$ cat config.mk
export PLATFORM = sky130hd
export DESIGN_NAME = rf_dump
export DESIGN_NICKNAME = d
export VERILOG_FILES = /design/src/rtl/rf_dump.sv
export SDC_FILE = /design/constraint.sdc
export NUM_CORES = 1
export LEC_CHECK = 0
export CORE_MARGIN = 2
export CORE_UTILIZATION = 47
export CTS_CLUSTER_DIAMETER = 80
export DETAILED_ROUTE_END_ITERATION = 16
export PLACE_DENSITY = 0.81
export SETUP_SLACK_MARGIN = 0.4
export SLEW_MARGIN = 25
export SYNTH_ARGS = -nofsm -noshare
export SYNTH_HDL_FRONTEND = slang
export SYNTH_SLANG_ARGS = --single-unit
$ cat constraint.sdc
create_clock -name clk -period 2.89 [get_ports clk]
set_clock_uncertainty 0.1 [all_clocks]
set_input_delay 0.578 -clock clk [delete_from_list [all_inputs] [get_ports clk]]
set_output_delay 0.578 -clock clk [all_outputs]
set_load 0.01 [all_outputs]
$ cat src/rtl/rf_dump.sv
// Register-file readback engine: fetches two registers per cycle over the file's
// asynchronous read ports and streams {index, value} words over a valid/ready port.
module rf_dump #(
    parameter int NREG = 32,
    parameter int W    = 32
) (
    input  logic         clk,
    input  logic         rst,
    input  logic         start,
    input  logic [4:0]   first,
    input  logic [4:0]   last,
    output logic [4:0]   rA,
    output logic [4:0]   rB,
    input  logic [W-1:0] busA,
    input  logic [W-1:0] busB,
    output logic [W-1:0] out_data,
    output logic [4:0]   out_idx,
    output logic         out_valid,
    input  logic         out_ready,
    output logic         busy,
    output logic         done,
    output logic         err,
    output logic [1:0]   dbg_state_o
);

    typedef enum logic [1:0] {S_IDLE, S_FETCH, S_SEND, S_DONE} state_t;

    state_t       state_q, state_d;
    logic [4:0]   idx_q, idx_d;
    logic [4:0]   last_q, last_d;
    logic [W-1:0] slot0_q, slot0_d;
    logic [W-1:0] slot1_q, slot1_d;
    logic         two_q, two_d;
    logic         head_q, head_d;
    logic         err_q, err_d;
    logic [4:0]   ra_q, ra_d;
    logic [4:0]   rb_q, rb_d;
    logic [4:0]   head_idx;
    logic         pop;
    logic         bad_range;

    // Output handshake: a word transfers on a cycle where out_valid && out_ready;
    // while out_valid is high and not accepted, out_data/out_idx are held unchanged.
    assign pop       = (state_q == S_SEND) && out_ready;
    assign head_idx  = idx_q + {4'd0, head_q};
    assign bad_range = (first > last) || ({27'd0, last} >= 32'(NREG));

    always_comb begin
        state_d = state_q;
        idx_d   = idx_q;
        last_d  = last_q;
        slot0_d = slot0_q;
        slot1_d = slot1_q;
        two_d   = two_q;
        head_d  = head_q;
        err_d   = err_q;
        ra_d    = 5'd0;
        rb_d    = 5'd0;
        case (state_q)
            S_IDLE: begin
                err_d = 1'b0;
                if (start) begin
                    last_d = last;
                    if (bad_range) begin
                        err_d   = 1'b1;
                        state_d = S_DONE;
                    end else begin
                        idx_d   = first;
                        ra_d    = first;
                        rb_d    = first + 5'd1;
                        state_d = S_FETCH;
                    end
                end
            end
            S_FETCH: begin
                slot0_d = busA;
                if (idx_q != last_q) slot1_d = busB;
                two_d   = (idx_q != last_q);
                head_d  = 1'b0;
                state_d = S_SEND;
            end
            S_SEND: begin
                if (pop) begin
                    // Compare against last before advancing so last=31 never wraps.
                    if (!head_q && two_q) begin
                        head_d = 1'b1;
                    end else if (head_idx == last_q) begin
                        state_d = S_DONE;
                    end else begin
                        idx_d   = idx_q + 5'd2;
                        ra_d    = idx_q + 5'd2;
                        rb_d    = idx_q + 5'd3;
                        state_d = S_FETCH;
                    end
                end
            end
            S_DONE: begin
                state_d = S_IDLE;
            end
            default: state_d = S_IDLE;
        endcase
    end

    always_ff @(posedge clk) begin
        if (rst) begin
            state_q <= S_IDLE;
            idx_q   <= 5'd0;
            last_q  <= 5'd0;
            slot0_q <= '0;
            slot1_q <= '0;
            two_q   <= 1'b0;
            head_q  <= 1'b0;
            err_q   <= 1'b0;
            ra_q    <= 5'd0;
            rb_q    <= 5'd0;
        end else begin
            state_q <= state_d;
            idx_q   <= idx_d;
            last_q  <= last_d;
            slot0_q <= slot0_d;
            slot1_q <= slot1_d;
            two_q   <= two_d;
            head_q  <= head_d;
            err_q   <= err_d;
            ra_q    <= ra_d;
            rb_q    <= rb_d;
        end
    end

    assign rA          = ra_q;
    assign rB          = rb_q;
    assign out_valid   = (state_q == S_SEND);
    assign out_data    = head_q ? slot1_q : slot0_q;
    assign out_idx     = head_idx;
    assign busy        = (state_q == S_FETCH) || (state_q == S_SEND);
    assign done        = (state_q == S_DONE);
    assign err         = (state_q == S_DONE) && err_q;
    assign dbg_state_o = state_q;

endmodule
==> run metrics, run 1 <==
fin util 0.693; Tightest Hold Check Type reg2reg; number of diodes 0; Reg power frac 0.357; HPWL Detailed 7660 µm; first-pass GRT wire length 17100 µm; cell taking the most area after synthesis dfxtp_1; largest net degree at the start of global routing 39; Rel. slew slack 0.654; syn avg cell area 9.58 µm²; Power Dens Cells 803 nW/µm²; Initial Utilization 0.484; nets@finish 660; Area Growth Syn to Fin 43.3%; Max IR drop VDD 410 µV; number of synthesized flops with an enable pin 0; Vias 3595; Final Non-Filler Cells 680; worst skew pair latency 0.36 ns; All-Layer GR Usage 0.218; Die ar. 9700 µm²; Slew @ Worst Pin 0.517 ns; Async SR Flop Fraction 0; fin crit share 0.853; post-synth top area share 0.425; syn_nets 531; post-route ant nets 0; Yosys cell types 39; Area contributors post-synth dfxtp_1 42%, mux2i_1 16%, mux2_1 7.8%; CTS tree done; Met1 Routed Length 4400 µm; Hold Slack 0.379 ns; CTS Buf Count 9; FF-to-FF setup slack 0.55 ns; die height 98.5 µm; CTS clk-pin slew, worst paths 0.09 ns; drt pass-1 iters 4; DRC viols 0; # placed instances 662; Seq cells post-synth 89; Yosys Warn Count 0; most common cell after layout, fill and taps aside clkdlybuf4s50_1; clock power share 0.200; per-cell routed wire length 15.8 µm; count of final setup violators 0; RSZ-0062 raised after global routing yes; worst setup margin 0.424 ns; Arrival @ worst endpoint 2.65 ns; Post-Syn Area 4200 µm²; initial antenna violation count 0; Iteration-0 DRC Markers 131; worst endpoint required time 3.08 ns; Routability Congestion 0.864; vias in the first global route 3653; via/cell ratio 5.29; count of final hold-check violations 0; Critical Path End Type flop; top sig layer met4; core area 8680 µm²; share of cells above drive strength 1 0.105; sequential cell area fraction in the yosys report 0.425; R2R depth 6; met3 wire len 926 µm; leakage power 2.75 nW; WL final 10700 µm; Rows 34; CP max FO 6; hold bufs inserted after CTS 0; clock sinks 89; Max H-tree Level 3; f_max 406 MHz; Maximum Capacitance Violations 0; Int Power 3.12 mW; Net Sw Frac 0.353; crit path kind in2reg; IO Count 131; CTS root buf clkbuf_8; final instance area 6010 µm²; Max Slew Vio Count 0; hold path depth 2; Comb power frac 0.444; startpoint types input pin; Clock Tree Buf Depth 2; Switch Pwr 1.71 mW; routed length on met2 5240 µm; outcome complete, no violations; pre-CTS WS -0.0858 ns; area post-placement 5640 µm²; Final min period 2.47 ns; IO buf count 130; GR Overflow Total 0; leading cell types in the layout, fill and taps excluded 104 x clkdlybuf4s50_1, 86 x dfxtp_1, 82 x nor2_1; Die X-Extent 98.5 µm; Most used DFF post-synth dfxtp_1; cells after synthesis 438
final cells by class:
cell class | instances | area (µm²)
clock inverters | 6 | 90.1
fillers | 670 | 2670
flip-flops and latches | 89 | 1790
inverters | 16 | 60.1
clock buffers | 10 | 138
repair buffers | 147 | 1490
well taps | 108 | 135
multi-input cells | 304 | 2310
layer usage:
layer | vias to the layer above | track usage
met1 | 1697 | 0.249
li1 | 1755 | -
met2 | 128 | 0.382
met5 | - | 0
met4 | 0 | 0.0643
met3 | 15 | 0.0787
final timing paths:
check             end            from
max          idx_q[2]        first[0]
min             err_q           err_q
max reg2reg  idx_q[2]  dbg_state_o[0]
min reg2reg     err_q           err_q
power by group through the flow:
stage,clock network [mW],registers [mW],logic [mW]
6_report,0.963,1.72,2.14
5_1_grt,1.03,1.76,2.35
4_1_cts,0.980,1.71,2.10
3_5_place_dp,0,1.73,2.09
3_3_place_gp,0,1.71,2.06
2_1_floorplan,0,1.66,1.41
kinds of logic (layout without fill, tap and decap cells):
group                      after synthesis  after routing  synth area share
buffers and inverters                   45            179            0.0450
AOI/OAI and AO/OA                       42             42            0.0650
muxes                                   99             99             0.246
adders and majority gates               15             15            0.0447
DFF                                     89             89             0.425
and+or+nand+nor                        127            127             0.129
xor gates and xnor gates                21             21            0.0456
Yosys cell counts, types with 2 or more instances:
cell	count
dfxtp_1	89
nor2_1	83
xor2_1	5
inv_1	16
nand2b_1	4
mux2_1	29
mux2i_1	67
buf_2	7
a22oi_1	11
xnor2_1	15
or4_1	4
clkbuf_1	17
a21oi_1	12
ha_1	15
mux2_2	3
nand2_1	14
buf_1	3
nor3_1	2
nand4_1	2
nand3_1	13
o21ai_0	3
a211o_1	2
o21ai_1	6
per-stage QoR:
step | power [mW] | setup TNS, ns
floorplan | 3.07 | 0
global placement | 3.77 | -0.0111
detailed placement | 3.83 | -0.262
CTS | 4.80 | 0
global route | 5.13 | 0
finish | 4.83 | 0
registers in the layout, indices dropped and copies added (netlist names):
register,count
slot0_q,32
slot1_q,32
idx_q,5
last_q,5
rA,5
rB,5
dbg_state_o,2
err_q,1
head_q,1
two_q,1
worst max-delay path, stage by stage:
cell and delay, ns:
clkdlybuf4s50_1 0.49, inv_1 0.07, ha_1 0.27, nand3_1 0.06, mux2i_1 0.18, a21oi_2 0.06
a211o_1 0.36, or4_1 0.49, o21ai_1 0.08
what timing repair did:
action                     in CTS  in global routing
gates cloned                    1                  0
setup endpoints to repair      41                 26
resized for setup              25                 24
buffers inserted                1                  0
pin swaps                       6                  6
Power figures use the tool's default switching activity.
==> run 2: changes to the inputs <==
--- a/config.mk
+++ b/config.mk
@@ -7,6 +7,7 @@
 export LEC_CHECK = 0
 export CORE_MARGIN = 2
 export CORE_UTILIZATION = 47
+export CTS_BUF_LIST = sky130_fd_sc_hd__clkbuf_16
 export CTS_CLUSTER_DIAMETER = 80
 export DETAILED_ROUTE_END_ITERATION = 16
 export PLACE_DENSITY = 0.81
==> constraint.sdc (replaced) <==
create_clock -name clk -period 2.4 [get_ports clk]
set_clock_uncertainty 0.1 [all_clocks]
set_input_delay 0.48 -clock clk [delete_from_list [all_inputs] [get_ports clk]]
set_output_delay 0.48 -clock clk [all_outputs]
set_load 0.01 [all_outputs]
==> run 2 against run 1 <==
- clock power up 57%
- die area unchanged
- final cell count grew 5.9%
- routed wire length grew 24%
- critical path type is now reg2reg
- critical endpoint is now idx_q[4]
- highest routed layer unchanged
==> run metrics, run 2 (synthesis gave the netlist of run 1 again) <==
CTS clk-pin slew, worst paths 0.07 ns (was 0.09 ns); worst endpoint required time 2.56 ns (was 3.08 ns); # placed instances 671 (was 662); Tightest Hold Check Type in2reg (was reg2reg); via/cell ratio 5.44 (was 5.29); Power Dens Cells 1010 nW/µm² (was 803 nW/µm²); Initial Utilization 0.484 (unchanged); final instance area 6830 µm² (was 6010 µm²); Clock Tree Buf Depth 2 (unchanged); RR Startpoint head_q (was dbg_state_o[0]); Vias 3915 (was 3595); area post-placement 5770 µm² (was 5640 µm²); Largest regs slot0_q (32), slot1_q (32) (unchanged); startpoint types flop (was input pin); CTS root buf clkbuf_16 (was clkbuf_8); CTS Buf Count 9 (unchanged); Hold Slack 0.303 ns (was 0.379 ns); Routability Congestion 0.869 (was 0.864); reg-to-reg critical path endpoint idx_q[4] (was idx_q[2]); count of final setup violators 0 (unchanged); per-cell routed wire length 18.5 µm (was 15.8 µm); crit path kind reg2reg (was in2reg); All-Layer GR Usage 0.246 (was 0.218); outcome complete, no violations (unchanged); Max Slew Vio Count 0 (unchanged); DRC viols 0 (unchanged); Rows 34 (unchanged); vias in the first global route 3955 (was 3653); Iteration-0 DRC Markers 183 (was 131); Die ar. 9700 µm² (unchanged); FF-to-FF setup slack 0.11 ns (was 0.55 ns); first-pass GRT wire length 19000 µm (was 17100 µm); Setup TNS Final 0 ns (unchanged); Max H-tree Level 3 (unchanged); IO Count 131 (unchanged); Arrival @ worst endpoint 2.45 ns (was 2.65 ns); Rel. slew slack 0.692 (was 0.654); share of cells above drive strength 1 0.304 (was 0.105); leading cell types in the layout, fill and taps excluded 83 x nor2_1, 83 x dfxtp_1, 78 x clkdlybuf4s50_1 (was 104 x clkdlybuf4s50_1, 86 x dfxtp_1, 82 x nor2_1); HPWL Detailed 7770 µm (was 7660 µm); hold bufs inserted after CTS 0 (unchanged); count of final hold-check violations 0 (unchanged); clock sinks 89 (unchanged); Critical Path End Type flop (unchanged); Final Non-Filler Cells 720 (was 680); post-route ant nets 0 (unchanged); Slew @ Worst Pin 0.462 ns (was 0.517 ns); RSZ-0062 raised after global routing yes (unchanged); Area Growth Syn to Fin 62.6% (was 43.3%); total power 6.91 mW (was 4.83 mW); Final min period 2.29 ns; nets@finish 700 (was 660); drt pass-1 iters 5 (was 4); Setup crit start head_q (was first[0]); leakage power 2.99 nW (was 2.75 nW); crit path to idx_q[4] (was idx_q[2]); IO buf count 130 (unchanged); hold path startpoint last[3] (was err_q); worst skew pair latency 0.34 ns (was 0.36 ns); filler cell count 513 (was 670); die height 98.5 µm (unchanged); Maximum Capacitance Violations 0 (unchanged); R2R depth 7 (was 6); CP max FO 6 (unchanged); Die X-Extent 98.5 µm (unchanged); number of diodes 0 (unchanged); f_max 437 MHz; Max IR drop VDD 581 µV (was 410 µV); WL final 13300 µm (was 10700 µm); GR Overflow Total 0 (unchanged); initial antenna violation count 0 (unchanged); fin crit share 0.953; largest net degree at the start of global routing 45 (was 39); core area 8680 µm² (unchanged); CTS tree done (unchanged)
## run 2: cell count changes in the layout (fill, tap and decap cells not counted), sizes merged, moves of 3 or more
cell,delta
dlymetal6s2s,-11
buf,+75
dlygate4sd2,-6
clkdlybuf4s50,-26
clkdlybuf4s15,+3
clkbuf,+4
## run 2: report_power, final
group | internal (mW) | switching [mW]
logic | 1.69 | 1.60
registers | 1.83 | 0.280
clock network | 0.904 | 0.604
## run 2: worst min path at each step
stage | to | slack [ns] | cells past startpoint
after CTS | idx_q[1] | 0.33 | 2
after floorplan | err_q | 0.35 | 2
after global routing | last_q[3] | 0.32 | 3
after detailed placement | err_q | 0.36 | 2
after global placement | err_q | 0.36 | 2
final | last_q[3] | 0.30 | 3
## run 2: stage by stage
| step | worst slack [ns] | util |
|---|---|---|
| final | 0.114 | 0.786 |
| after detailed placement | -0.474 | 0.665 |
| after global routing | -0.000139 | 0.786 |
| after global placement | -0.438 | 0.665 |
| after floorplan | 0.198 | - |
| after CTS | 0.226 | 0.729 |
## run 2: area by class of cell
cell class	instances	area [µm²]	area share
Sequential cell	89	1790	0.263
Clock inverter	7	87.6	0.0128
Inverter	16	72.6	0.0106
Clock buffer	9	225	0.0330
Tap cell	108	135	0.0198
Timing Repair Buffer	186	1890	0.277
Multi-Input combinational cell	305	2620	0.384
## run 2: metal layers
metal | share of wire | global-route usage
met1 | 0.39 | 0.284
met2 | 0.50 | 0.434
met3 | 0.078 | 0.0766
met4 | 0.036 | 0.0780
met5 | 0 | 0
## run 2: timing repair
action,4_1_cts,5_1_grt
cloned,3,1
endpoints found under the setup margin,74,72
buffers inserted,18,11
gates resized for setup,201,100
pin swaps,12,22
## run 2: critical path, stage by stage, from the launching register on
cell and delay (ns):
dfxtp_4 0.43, ha_4 0.19, nand4_1 0.17, buf_4 0.21, xnor2_2 0.21, and4_4 0.24, or4_1 0.51, a21oi_1 0.16
